`config.mk`:
```
export PLATFORM = sky130hd
export DESIGN_NAME = clock_phase_gen
export DESIGN_NICKNAME = d
export VERILOG_FILES = /design/src/rtl/clkgen_pkg.sv /design/src/rtl/clkgen_channel.sv /design/src/rtl/clock_phase_gen.sv
export SDC_FILE = /design/constraint.sdc
export NUM_CORES = 1
export LEC_CHECK = 0
export BUFFER_PORTS_ARGS = -buffer_cell sky130_fd_sc_hd__clkbuf_2
export CORE_MARGIN = 1.5
export CORE_UTILIZATION = 27
export CTS_BUF_LIST = sky130_fd_sc_hd__clkbuf_2
export DETAILED_ROUTE_END_ITERATION = 16
export PLACE_DENSITY = 0.41
export RECOVER_POWER = 100
export SLEW_MARGIN = 0
export SYNTH_ARGS = -nofsm -noshare
export SYNTH_HDL_FRONTEND = slang
export SYNTH_SLANG_ARGS = --single-unit
```
`constraint.sdc`:
```
create_clock -name clock -period 4.35 [get_ports clock]
set_clock_uncertainty 0.05 [all_clocks]
set_input_delay 0.87 -clock clock [delete_from_list [all_inputs] [get_ports clock]]
set_output_delay 0.87 -clock clock [all_outputs]
set_load 0.01 [all_outputs]
```
`src/rtl/clkgen_pkg.sv`:
```
// Shared types and helpers for the clock-phase generator: FSM states,
// default divide-field width and a packed divide-vector field extractor.
package clkgen_pkg;

  typedef enum logic [1:0] {
    RUN  = 2'd0,
    HALT = 2'd1,
    STEP = 2'd2
  } state_e;

  localparam int DEF_DIV_W = 4;
  localparam int MAX_DIV_W = 16;
  localparam int MAX_VEC_W = 256;

  // Field idx of width w from a zero-extended packed divide vector.
  function automatic logic [MAX_DIV_W-1:0] div_field(input logic [MAX_VEC_W-1:0] vec,
                                                     input int unsigned idx,
                                                     input int unsigned w);
    logic [MAX_VEC_W-1:0] sh;
    sh = vec >> (idx * w);
    return sh[MAX_DIV_W-1:0] & ((MAX_DIV_W'(1) << w) - MAX_DIV_W'(1));
  endfunction

endpackage

```
`src/rtl/clkgen_channel.sv`:
```
// One divided-clock channel: counter, phase bit, rise strobe and the
// active/pending divide registers. o_at_sync flags "about to rise".
module clkgen_channel #(
  parameter int               DIV_W = 4,
  parameter logic [DIV_W-1:0] INIT  = '0
) (
  input  logic             clock,
  input  logic             reset,
  input  logic             i_adv,
  input  logic             i_load,
  input  logic             i_apply,
  input  logic [DIV_W-1:0] i_div,
  output logic             o_clk,
  output logic             o_rise,
  output logic             o_at_sync
);

  logic [DIV_W-1:0] r_cnt, r_div, r_pend;
  logic             r_clk, r_rise;

  assign o_clk     = r_clk;
  assign o_rise    = r_rise;
  assign o_at_sync = (r_cnt == r_div) && !r_clk;

  always_ff @(posedge clock or negedge reset) begin
    if (!reset) begin
      r_cnt  <= INIT;
      r_div  <= INIT;
      r_pend <= INIT;
      r_clk  <= 1'b0;
      r_rise <= 1'b0;
    end else begin
      r_rise <= 1'b0;
      if (i_load) r_pend <= i_div;
      if (i_apply && i_adv) begin
        r_div  <= r_pend;
        r_cnt  <= '0;
        r_clk  <= 1'b1;
        r_rise <= 1'b1;
      end else if (i_apply) begin
        // Halted: park the new divider at its own sync point.
        r_div <= r_pend;
        r_cnt <= r_pend;
      end else if (i_adv) begin
        if (r_cnt == r_div) begin
          r_cnt  <= '0;
          r_clk  <= ~r_clk;
          r_rise <= ~r_clk;
        end else begin
          r_cnt <= r_cnt + DIV_W'(1);
        end
      end
    end
  end

endmodule

```
`src/rtl/clock_phase_gen.sv`:
```
// Multi-channel phase-aligned clock generator with run/halt control.
// Define CLKGEN_STEP_EN to add the single-hyperperiod STEP state.
module clock_phase_gen
  import clkgen_pkg::*;
#(
  parameter int                        NUM_CH   = 4,
  parameter int                        DIV_W    = DEF_DIV_W,
  parameter logic [NUM_CH*DIV_W-1:0]   INIT_DIV = {4'd3, 4'd1, 4'd1, 4'd0}
) (
  input  logic                    clock,
  input  logic                    reset,
  input  logic [NUM_CH*DIV_W-1:0] div_in,
  input  logic                    div_load,
  input  logic                    run,
  input  logic                    step_req,
  output logic [NUM_CH-1:0]       ch_clk,
  output logic [NUM_CH-1:0]       ch_rise,
  output logic                    sync,
  output logic                    div_busy,
  output logic                    halted,
  output logic                    step_ack
);

  state_e                        r_state, w_state_nxt;
  logic                          w_adv, w_at_sync, w_apply;
  logic                          r_sync, r_busy;
  logic [NUM_CH-1:0]             w_ch_sync;
  logic [MAX_VEC_W-1:0]          w_div_vec;
  logic [NUM_CH-1:0][DIV_W-1:0]  w_div_f;

  assign w_div_vec = MAX_VEC_W'(div_in);
  assign w_at_sync = &w_ch_sync;
  // A load captured on this very edge must wait for the following sync point.
  assign w_apply   = r_busy && w_at_sync && !div_load;

  for (genvar g = 0; g < NUM_CH; g++) begin : g_ch
    assign w_div_f[g] = DIV_W'(div_field(w_div_vec, g, DIV_W));
    clkgen_channel #(
      .DIV_W(DIV_W),
      .INIT (INIT_DIV[g*DIV_W +: DIV_W])
    ) u_ch (
      .clock    (clock),
      .reset    (reset),
      .i_adv    (w_adv),
      .i_load   (div_load),
      .i_apply  (w_apply),
      .i_div    (w_div_f[g]),
      .o_clk    (ch_clk[g]),
      .o_rise   (ch_rise[g]),
      .o_at_sync(w_ch_sync[g])
    );
  end

  always_comb begin
    w_state_nxt = r_state;
    w_adv       = 1'b0;
    case (r_state)
      RUN: begin
        w_adv = 1'b1;
        if (w_at_sync && !run) begin
          w_adv       = 1'b0;
          w_state_nxt = HALT;
        end
      end
      HALT: begin
        if (run) begin
          w_adv       = 1'b1;
          w_state_nxt = RUN;
        end
`ifdef CLKGEN_STEP_EN
        else if (step_req) begin
          w_adv       = 1'b1;
          w_state_nxt = STEP;
        end
`endif
      end
`ifdef CLKGEN_STEP_EN
      STEP: begin
        w_adv = 1'b1;
        if (w_at_sync) begin
          w_adv       = run;
          w_state_nxt = run ? RUN : HALT;
        end
      end
`endif
      default: w_state_nxt = RUN;
    endcase
  end

  always_ff @(posedge clock or negedge reset) begin
    if (!reset) begin
      r_state <= RUN;
      r_sync  <= 1'b0;
      r_busy  <= 1'b0;
    end else begin
      r_state <= w_state_nxt;
      r_sync  <= w_adv && w_at_sync;
      r_busy  <= div_load || (r_busy && !w_apply);
    end
  end

  assign sync     = r_sync;
  assign div_busy = r_busy;
  assign halted   = (r_state == HALT);

`ifdef CLKGEN_STEP_EN
  logic r_ack;
  always_ff @(posedge clock or negedge reset) begin
    if (!reset) r_ack <= 1'b0;
    else        r_ack <= (r_state == STEP) && w_at_sync;
  end
  assign step_ack = r_ack;
`else
  logic w_unused_step;
  assign w_unused_step = step_req;
  assign step_ack      = 1'b0;
`endif

endmodule
```
# ---- Word level (Yosys, flattened, before mapping)
# Cells that the tools add are included.
dict set report word_totals {
  regBits 60
  in_bits 21
  wordCells 133
}
dict set report op_classes {
  add_sub_neg 4
  n_eq_ne 8
  muxes 62
  bitwise_logic 4
  reduce_logical 32
}
# operator count
set ops {}
lappend ops {{4-bit 2-to-1 mux} 24}
lappend ops {{1-bit 2-to-1 mux} 34}
lappend ops {{4-bit by 1-bit adder with 4-bit output (second input constant)} 4}
lappend ops {{4-bit == test} 4}
lappend ops {{3-bit AND reduction} 4}
lappend ops {{2-bit nonzero test} 6}
lappend ops {{1-bit logical AND} 10}
lappend ops {{1-bit zero test} 7}
lappend ops {{2-bit inequality test (second input constant)} 3}
lappend ops {{2-bit 2-to-1 mux} 2}
lappend ops {{1-bit NOT} 4}
lappend ops {{2-bit case mux with 2 select lines} 1}
lappend ops {{4-bit AND reduction} 1}
lappend ops {{3-bit nonzero test} 1}
lappend ops {{2-bit by 1-bit == test with 1-bit output (second input constant)} 1}
lappend ops {{2-bit zero test} 1}
lappend ops {{1-bit case mux with 2 select lines} 1}
lappend ops {{2-bit AND reduction} 1}
lappend ops {{1-bit logical OR} 1}

# ---- Logic depth before layout (Yosys ltp)
# Gate-level depths: netlist of the first run.
dict set report logic_depth {
  ltp_word 9
  depth_mapped 8
  ltp_nobuf 6
}

# ---- Hierarchy
# From an unflattened synthesis of the first run, not the netlist that was laid out.
dict set report hier_totals {
  cells_unflattened 237
  area_unflattened_um2 2880.3
}
# module instances cells_each area_each_um2
set by_module_without_submodules {}
lappend by_module_without_submodules {{clkgen_channel (g_ch[1].u_ch ...)} 2 56 684.4}
lappend by_module_without_submodules {{clkgen_channel (g_ch[3].u_ch)} 1 56 688.2}
lappend by_module_without_submodules {{clkgen_channel (g_ch[0].u_ch)} 1 56 680.7}
lappend by_module_without_submodules {clock_phase_gen 1 13 142.6}

# ---- Least setup slack after synthesis of the first run
# Ideal clock, no wire load.
dict set report synth_timing {
  path_kind {register to register}
  start {register g_ch[1].u_ch.r_cnt[0]}
  end {register g_ch[0].u_ch.r_cnt[0]}
  setup_time_ns 0.126
  t_arrival_ns 2.288
  required_ns 4.174
  setup_slack_ns 1.886
  stages_incl_launch_ff 9
  n_path_buf 2
  period_less_slack_ns 2.464
  path_cell_list {dfstp_2 > xor2_1 > nor4_4 > nand3_4 > or3_1 > buf_2 > and2_4 > buf_6 > a221o_1}
}
dict set report synth_between {
  elab_chain_cells 8
}
# element line
set synth_lines {}
lappend synth_lines {{from (decl)} clkgen_channel.sv:18} ;# logic [DIV_W-1:0] r_cnt, r_div, r_pend;
lappend synth_lines {{from (signal assigned)} clkgen_channel.sv:43} ;# r_cnt <= r_pend;
lappend synth_lines {{from (signal assigned)} clkgen_channel.sv:50} ;# r_cnt <= r_cnt + DIV_W'(1);
lappend synth_lines {{4-bit == test (*)} clkgen_channel.sv:23} ;# assign o_at_sync = (r_cnt == r_div) && !r_clk;
lappend synth_lines {{1-bit logical AND (*)} clkgen_channel.sv:23}
lappend synth_lines {{4-bit AND reduction (*)} clock_phase_gen.sv:32} ;# assign w_at_sync = &w_ch_sync;
lappend synth_lines {{1-bit logical AND} clock_phase_gen.sv:60} ;# if (w_at_sync && !run) begin
lappend synth_lines {{1-bit 2-to-1 mux} clock_phase_gen.sv:60}
lappend synth_lines {{1-bit case mux with 2 select lines} clock_phase_gen.sv:57} ;# case (r_state)
lappend synth_lines {{1-bit logical AND} clkgen_channel.sv:35} ;# if (i_apply && i_adv) begin
lappend synth_lines {{3-bit nonzero test (no source line) / 4-bit 2-to-1 mux (equally long branches)} n/a}
lappend synth_lines {{to (signal assigned)} clkgen_channel.sv:43}
lappend synth_lines {{to (signal assigned)} clkgen_channel.sv:50}
lappend synth_lines {{to (decl)} clkgen_channel.sv:18}
# Mark *: on every way between the ends. The rest lies on a longest branch, timed or not.
# A chain may end at the register's enable or synchronous reset.

# ---- Worst setup path after layout of the first run
dict set report layout_timing {
  start {register g_ch[2].u_ch.r_cnt[0]}
  end {register g_ch[1].u_ch.r_cnt[1]}
}
dict set report layout_between {
  elab_chain_cells 8
}
# element line
set layout_lines {}
lappend layout_lines {{from (decl)} clkgen_channel.sv:18}
lappend layout_lines {{from (signal assigned)} clkgen_channel.sv:43}
lappend layout_lines {{from (signal assigned)} clkgen_channel.sv:50}
lappend layout_lines {{4-bit == test (*)} clkgen_channel.sv:23}
lappend layout_lines {{1-bit logical AND (*)} clkgen_channel.sv:23}
lappend layout_lines {{4-bit AND reduction (*)} clock_phase_gen.sv:32}
lappend layout_lines {{1-bit logical AND} clock_phase_gen.sv:60}
lappend layout_lines {{1-bit 2-to-1 mux} clock_phase_gen.sv:60}
lappend layout_lines {{1-bit case mux with 2 select lines} clock_phase_gen.sv:57}
lappend layout_lines {{1-bit logical AND} clkgen_channel.sv:35}
lappend layout_lines {{3-bit nonzero test (no source line) / 4-bit 2-to-1 mux (equally long branches)} n/a}
# Marks and branches as above.

==> results.py, run 1 <==
metrics = {
    "detailed_routing": {
        "dr.max_layer_used": "met4",
        "first_pass_iters": 4,
        "wl_met2_um": 2990,
        "wl_per_cell_um": 14.6,
        "met1_length_um": 3080,
        "drt.antenna.violating_nets": 0,
        "dr_wl_met3_um": 245,
        "via_per_inst": 4.44,
        "drtIter0Drc": 67,
        "wirelength_um": 6430,
        "vias": 1950,
        "drc": 0,
    },
    "clocking": {
        "cts-resized-gates": 0,
        "htree_levels": 3,
        "clkSinkCount": 59,
        "ctsHoldBuffers": 0,
        "path_clk_slew_ns": 0.16,
        "cts_buffers": 9,
        "cts-root-buf": "clkbuf_2",
        "clkLatencyLatePin_ns": 0.49,
        "cts_max_path_buffers": 2,
        "post_cts_buffers": 0,
        "cts_tree": "yes",
    },
    "worst_setup_path": {
        "path_class": "register to register",
        "crit_required_ns": 4.69,
        "crit_path_start_kind": "register",
        "end_kind": "register",
        "cp_max_fo": 12,
        "worstPathArrival_ns": 3.76,
    },
    "logic_synthesis": {
        "seq_area_frac_synth_pct": 51.8,
        "yosys_register_bits": 59,
        "netlist_area_um2": 2880,
        "syn_avg_cell_area_um2": 10.6,
        "synth.distinct_cells": 39,
        "syn_inst": 271,
        "yosysWarningCount": 0,
        "syn-num-nets": 296,
    },
    "final_layout": {
        "drive_gt1_share_pct": 21.5,
        "num-nets-final": 323,
        "syn_to_final_growth_pct": 11.8,
        "regArea_um2": 1490,
        "nFillCells": 1086,
        "num_antenna_cells": 0,
        "multiInputGateArea_um2": 1260,
        "utilization_pct": 31.2,
    },
    "sta": {
        "period_share_pct": 78.7,
        "slew_headroom_pct": -23.6,
        "slew_violations": 35,
        "max_freq_ghz": 0.292,
        "tns_ns": 0,
        "rsz0062_at_grt": "false",
        "worst_pin_slew_ns": 1.85,
        "setup_viol": 0,
        "final.min_clock_period_ns": 3.42,
        "hold_viol": 0,
    },
    "floorplan": {
        "die-width_um": 106,
        "core.rowCount": 37,
        "fp.dieH_um": 106,
        "initial_utilization_pct": 27.9,
        "ioPinCount": 33,
        "dieArea_um2": 11300,
        "core_area_um2": 10300,
    },
    "pwr": {
        "leakage_nw": 1.45,
        "powerDensity_nw_per_um2": 569,
        "irDropWorstVdd_mv": 0.234,
    },
    "global_route": {
        "track_usage_pct": 12.6,
        "grt_max_degree": 35,
        "overflow": 0,
        "grt_pass1_vias": 2053,
        "grt_pass1_wl_um": 10800,
        "antenna_found_initial": 0,
    },
    "placement": {
        "hpwl_um": 4360,
        "numPortBuffers": 30,
        "gp_congestion": 0.725,
    },
    "outcome": {
        "violations": "max-capacitance violations, max-slew violations",
        "run_status": "complete, but fails checks",
    },
    "job": {
        "maxCapViolCount": 1,
    },
    "min_path": {
        "hold_class": "register to register",
    },
}
## cells in the mapped netlist, drive strengths merged
cell type / count / area share [%]
ha: 4 / 1.7
a221o: 6 / 2.1
conb: 1 / 0.13
inv: 1 / 0.13
nand4: 1 / 0.22
a32oi: 1 / 0.30
xnor2: 7 / 2.1
a2bb2oi: 4 / 1.2
mux2: 16 / 6.3
o31ai: 1 / 0.43
a31oi: 1 / 0.22
nor3: 8 / 1.4
or3: 1 / 0.22
or4: 2 / 0.52
and2: 2 / 0.52
nor2b: 2 / 0.43
xor2: 12 / 3.7
o21ai: 15 / 2.6
and2b: 2 / 0.52
nand3: 8 / 2.0
dfstp: 12 / 11
nor4: 5 / 2.7
or2b: 2 / 0.52
clkbuf: 6 / 0.78
nor2: 7 / 0.91
a21oi: 10 / 1.7
buf: 13 / 3.2
and4: 1 / 0.30
nand2: 54 / 7.0
dfrtp: 47 / 41
nand2b: 15 / 3.3
a211oi: 4 / 1.0
## worst paths after layout
kind / end / start / cells past startpoint / slack (ns)
max: g_ch[1].u_ch.r_cnt[1] / g_ch[2].u_ch.r_cnt[0] / 7 / 0.93
min reg2reg: g_ch[2].u_ch.r_div[0] / g_ch[2].u_ch.r_div[0] / 2 / 0.43
min: g_ch[2].u_ch.r_div[0] / g_ch[2].u_ch.r_div[0] / 2 / 0.43
min in group asynchronous: g_ch[1].u_ch.r_div[2] / reset / 1 / 0.82
max reg2reg: g_ch[1].u_ch.r_cnt[1] / g_ch[2].u_ch.r_cnt[0] / 7 / 0.93
max in group asynchronous: r_state[0] / reset / 2 / 1.38
## metrics by stage
stage | std cells | setup WS (ns) | power (mW) | hold WS, ns | cell area [um^2]
3_5_place_dp | 423 | 1.20 | 1.47 | 0.406 | 3130
6_report | 439 | 0.927 | 1.83 | 0.425 | 3220
2_1_floorplan | 271 | 1.89 | 1.34 | 0.390 | 2880
5_1_grt | 439 | 0.593 | 1.98 | 0.441 | 3220
3_3_place_gp | 423 | 1.23 | 1.46 | 0.402 | 3130
4_1_cts | 439 | 1.17 | 1.88 | 0.421 | 3260
## per-layer routing
metal / track usage (%) / vias up
met5: 0 / -
met4: 4.34 / 0
met3: 3.99 / 10
met2: 20.3 / 36
met1: 15.8 / 925
li1: - / 979
## worst max-delay path: stages, from the launching register on
cell and delay (ns):
dfstp_1 0.64, xor2_1 0.12, nor4_4 0.51, nand3_1 0.28, o31ai_1 0.89, clkbuf_1 0.49, o21ai_0 0.18, a2bb2oi_1 0.18
## layout make-up
| cell class | instances | share of cell area, % |
|---|---|---|
| Clock buffer | 10 | 1.56 |
| Clock inverter | 6 | 2.49 |
| Inverter | 1 | 0.117 |
| Multi-Input combinational cell | 192 | 39.2 |
| Tap cell | 136 | 5.29 |
| Sequential cell | 59 | 46.3 |
| Timing Repair Buffer | 35 | 4.98 |
## registers in the layout, summed over array words and instances, names as in the netlist
signal / count
g_ch.u_ch.r_div: 16
div_busy: 1
g_ch.u_ch.r_pend: 16
g_ch.u_ch.r_cnt: 16
sync: 1
g_ch.u_ch.o_rise: 4
g_ch.u_ch.o_clk: 4
r_state: 1
## kinds of logic (layout without fill, tap and decap cells)
logic type	after synthesis	count (layout)	share of synthesized area, %
fa+ha+maj	4	4	1.74
flops	59	59	51.8
simple gates	110	110	20.5
mux	16	16	6.26
buf+inv	20	52	4.13
other cells	1	1	0.130
compound gates	42	42	9.65
xor+xnor	19	19	5.78
## placed cells by master (no fill, tap or decap), types with 2 or more instances in the layout
master / netlist / final
nand2_1: 54 / 54
dfrtp_1: 47 / 47
clkbuf_2: 0 / 27
mux2_2: 16 / 16
clkbuf_1: 6 / 16
nand2b_1: 15 / 15
o21ai_0: 15 / 15
xor2_1: 12 / 12
dfstp_2: 12 / 11
a21oi_1: 10 / 10
nor3_1: 8 / 8
nor2_1: 7 / 7
xnor2_1: 7 / 7
nand3_1: 6 / 7
a221o_1: 6 / 6
a211oi_1: 4 / 4
a2bb2oi_1: 4 / 4
ha_1: 4 / 4
nor4_4: 3 / 3
or2b_1: 2 / 2
nor2b_1: 2 / 2
and2b_1: 2 / 2
or4_1: 2 / 2
clkinv_1: 0 / 2
bufinv_16: 0 / 2
buf_4: 9 / 2
## where the power goes
| part | leakage (nW) | switching (mW) | internal (mW) |
|---|---|---|---|
| clock network | 0.0770 | 0.209 | 0.188 |
| registers | 0.726 | 0.128 | 0.691 |
| logic | 0.650 | 0.313 | 0.301 |
| total | 1.45 | 0.651 | 1.18 |
Power figures use the tool's default switching activity.
==> inputs of run 2 (changes only) <==
--- a/config.mk
+++ b/config.mk
@@ -10,7 +10,7 @@
 export CORE_UTILIZATION = 27
 export CTS_BUF_LIST = sky130_fd_sc_hd__clkbuf_2
 export DETAILED_ROUTE_END_ITERATION = 16
-export PLACE_DENSITY = 0.41
+export PLACE_DENSITY = 0.43
 export RECOVER_POWER = 100
 export SLEW_MARGIN = 0
 export SYNTH_ARGS = -nofsm -noshare
==> constraint.sdc (replaced) <==
create_clock -name clock -period 2.9 [get_ports clock]
set_clock_uncertainty 0.05 [all_clocks]
set_input_delay 0.58 -clock clock [delete_from_list [all_inputs] [get_ports clock]]
set_output_delay 0.58 -clock clock [all_outputs]
set_load 0.01 [all_outputs]
==> run 2 against run 1 <==
The flow now finishes without violations. Worst setup slack worse by 0.67 ns. Register-to-register slack worse by 0.67 ns. Fmax up 29%. Sequential power up 50%. Core utilization up 0.46 points. Combinational power up 55%. Count of clock-buffer cells in the layout unchanged. Global-route usage up 0.30 points. Via count up 4.4%.
==> results.py, run 2 (synthesized netlist as in run 1, its figures left out) <==
metrics = {
    "final_layout": {
        "multiInputGateArea_um2": 1270,
        "num-nets-final": 332,
        "drive_gt1_share_pct": 24.0,
        "layout_common_cells": "nand2_1, dfrtp_1, clkbuf_2, mux2_2, clkbuf_1",
        "final_common_cell": "nand2_1",
        "num_antenna_cells": 0,
        "regArea_um2": 1490,
        "nFillCells": 1068,
        "syn_to_final_growth_pct": 13.4,
        "top_regs": "g_ch.u_ch.r_cnt x16, g_ch.u_ch.r_div x16, g_ch.u_ch.r_pend x16",
    },
    "global_route": {
        "grt_pass1_vias": 2122,
        "grt_max_degree": 26,
        "track_usage_pct": 12.9,
        "overflow": 0,
        "grt_pass1_wl_um": 11000,
        "antenna_found_initial": 0,
    },
    "worst_setup_path": {
        "rr_endpoint": "g_ch[0].u_ch.o_clk",
        "reg2reg_slack_ns": 0.25,
        "path_buf_inv": 1,
        "end_kind": "register",
        "cp_cell_sequence": "xor2_1 -> nor4_4 -> nand3_4 -> o31ai_2 -> clkbuf_1 -> nand2b_1 -> xnor2_1",
        "regToRegStartpoint": "g_ch[1].u_ch.r_cnt[0]",
        "critPathSlowestCell": "dfstp_1",
        "reg2regPathDepth": 7,
        "path_class": "register to register",
        "crit_path_max_incr_delay_ns": 0.64,
        "crit_required_ns": 3.28,
        "cpLargestDelayFamily": "simple AND/OR/NAND/NOR gates",
        "crit_path_start_kind": "register",
        "cp_max_fo": 11,
        "worstPathArrival_ns": 3.03,
    },
    "sta": {
        "worst_pin_slew_ns": 1.30,
        "slew_violations": 0,
        "rsz0062_at_grt": "false",
        "period_share_pct": 91.2,
        "setup_viol": 0,
        "slew_headroom_pct": 13.6,
        "tns_ns": 0,
        "hold_viol": 0,
        "max_freq_ghz": 0.378,
        "worst_hold_slack_ns": 0.250,
        "final.min_clock_period_ns": 2.65,
    },
    "min_path": {
        "holdPathStages": 2,
        "min_to": "g_ch[3].u_ch.r_pend[2]",
        "hold_path_startpoint": "div_in[14]",
        "hold_class": "input pin to register",
    },
    "detailed_routing": {
        "drc": 0,
        "first_pass_iters": 4,
        "wl_per_cell_um": 14.6,
        "vias": 2036,
        "drt.antenna.violating_nets": 0,
        "via_per_inst": 4.54,
        "wirelength_um": 6560,
        "drtIter0Drc": 80,
    },
    "pwr": {
        "leakage_nw": 1.50,
        "seq_power_share_pct": 45.6,
        "p_int_mw": 1.70,
        "p_switching_mw": 1.00,
        "p_total_mw": 2.70,
        "powerDensity_nw_per_um2": 826,
        "irDropWorstVdd_mv": 0.211,
        "p_clk_share_pct": 19.2,
        "power_frac_comb_pct": 35.3,
        "switching_share_pct": 37.1,
    },
    "outcome": {
        "run_status": "finished, final reports clean",
    },
    "clocking": {
        "cts-resized-gates": 0,
        "cts_tree": "yes",
        "clkSinkCount": 59,
        "post_cts_buffers": 0,
        "htree_levels": 3,
        "clkLatencyLatePin_ns": 0.49,
        "cts_buffers": 9,
        "cts_max_path_buffers": 2,
        "path_clk_slew_ns": 0.19,
        "ctsHoldBuffers": 1,
        "cts-root-buf": "clkbuf_2",
    },
    "floorplan": {
        "initial_utilization_pct": 27.9,
        "core_area_um2": 10300,
        "ioPinCount": 33,
        "die-width_um": 106,
        "fp.dieH_um": 106,
        "core.rowCount": 37,
        "dieArea_um2": 11300,
    },
    "job": {
        "maxCapViolCount": 0,
    },
    "placement": {
        "hpwl_um": 4440,
        "numPortBuffers": 30,
        "gp_congestion": 0.746,
    },
}
run 2: final cells by class:
type / instances / area share (%)
multi-input cells: 192 / 38.9
repair buffers: 44 / 6.90
clock buffers: 10 / 1.53
clock inverters: 6 / 1.72
inverters: 1 / 0.115
flip-flops and latches: 59 / 45.7
well taps: 136 / 5.21
run 2: power by group through the flow:
stage	combinational [mW]	clock (mW)	sequential [mW]
floorplan	0.809	0	1.20
global placement	0.954	0	1.25
detailed placement	0.980	0	1.25
CTS	0.986	0.536	1.23
global route	1.08	0.572	1.26
finish	0.952	0.517	1.23
run 2: worst register-to-register path: stages (launching register included):
cell and delay [ns]:
dfstp_1 0.64, xor2_1 0.13, nor4_4 0.54, nand3_4 0.16
o31ai_2 0.28, clkbuf_1 0.45, nand2b_1 0.23, xnor2_1 0.12
run 2: metrics by stage:
step / setup slack (ns) / cell area (um^2) / cells / util, %
detailed placement: 0.368 / 3200 / 431 / 31.0
global placement: 0.396 / 3200 / 431 / 31.0
CTS: 0.322 / 3320 / 448 / 32.1
floorplan: 0.436 / 2880 / 271 / -
global route: 0.0754 / 3270 / 448 / 31.6
finish: 0.254 / 3270 / 448 / 31.6
run 2: worst max-delay path by stage:
stage / startpoint / to / slack [ns] / depth (start not counted)
floorplan: g_ch[1].u_ch.r_cnt[0] / g_ch[0].u_ch.r_cnt[0] / 0.44 / 8
global placement: g_ch[1].u_ch.r_cnt[0] / g_ch[2].u_ch.r_cnt[1] / 0.40 / 7
detailed placement: g_ch[1].u_ch.r_cnt[0] / g_ch[0].u_ch.r_cnt[1] / 0.37 / 7
CTS: g_ch[1].u_ch.r_cnt[0] / g_ch[0].u_ch.r_cnt[1] / 0.32 / 7
global route: g_ch[1].u_ch.r_cnt[0] / g_ch[3].u_ch.r_cnt[1] / 0.08 / 7
finish: g_ch[1].u_ch.r_cnt[0] / g_ch[0].u_ch.o_clk / 0.25 / 7
run 2: layer usage:
layer / vias to the layer above / global-route usage (%) / wire (um)
met5: - / 0 / 0
met3: 11 / 2.88 / 195
met2: 33 / 20.1 / 2960
met4: 0 / 5.79 / 142
met1: 993 / 17.0 / 3250
li1: 999 / - / -
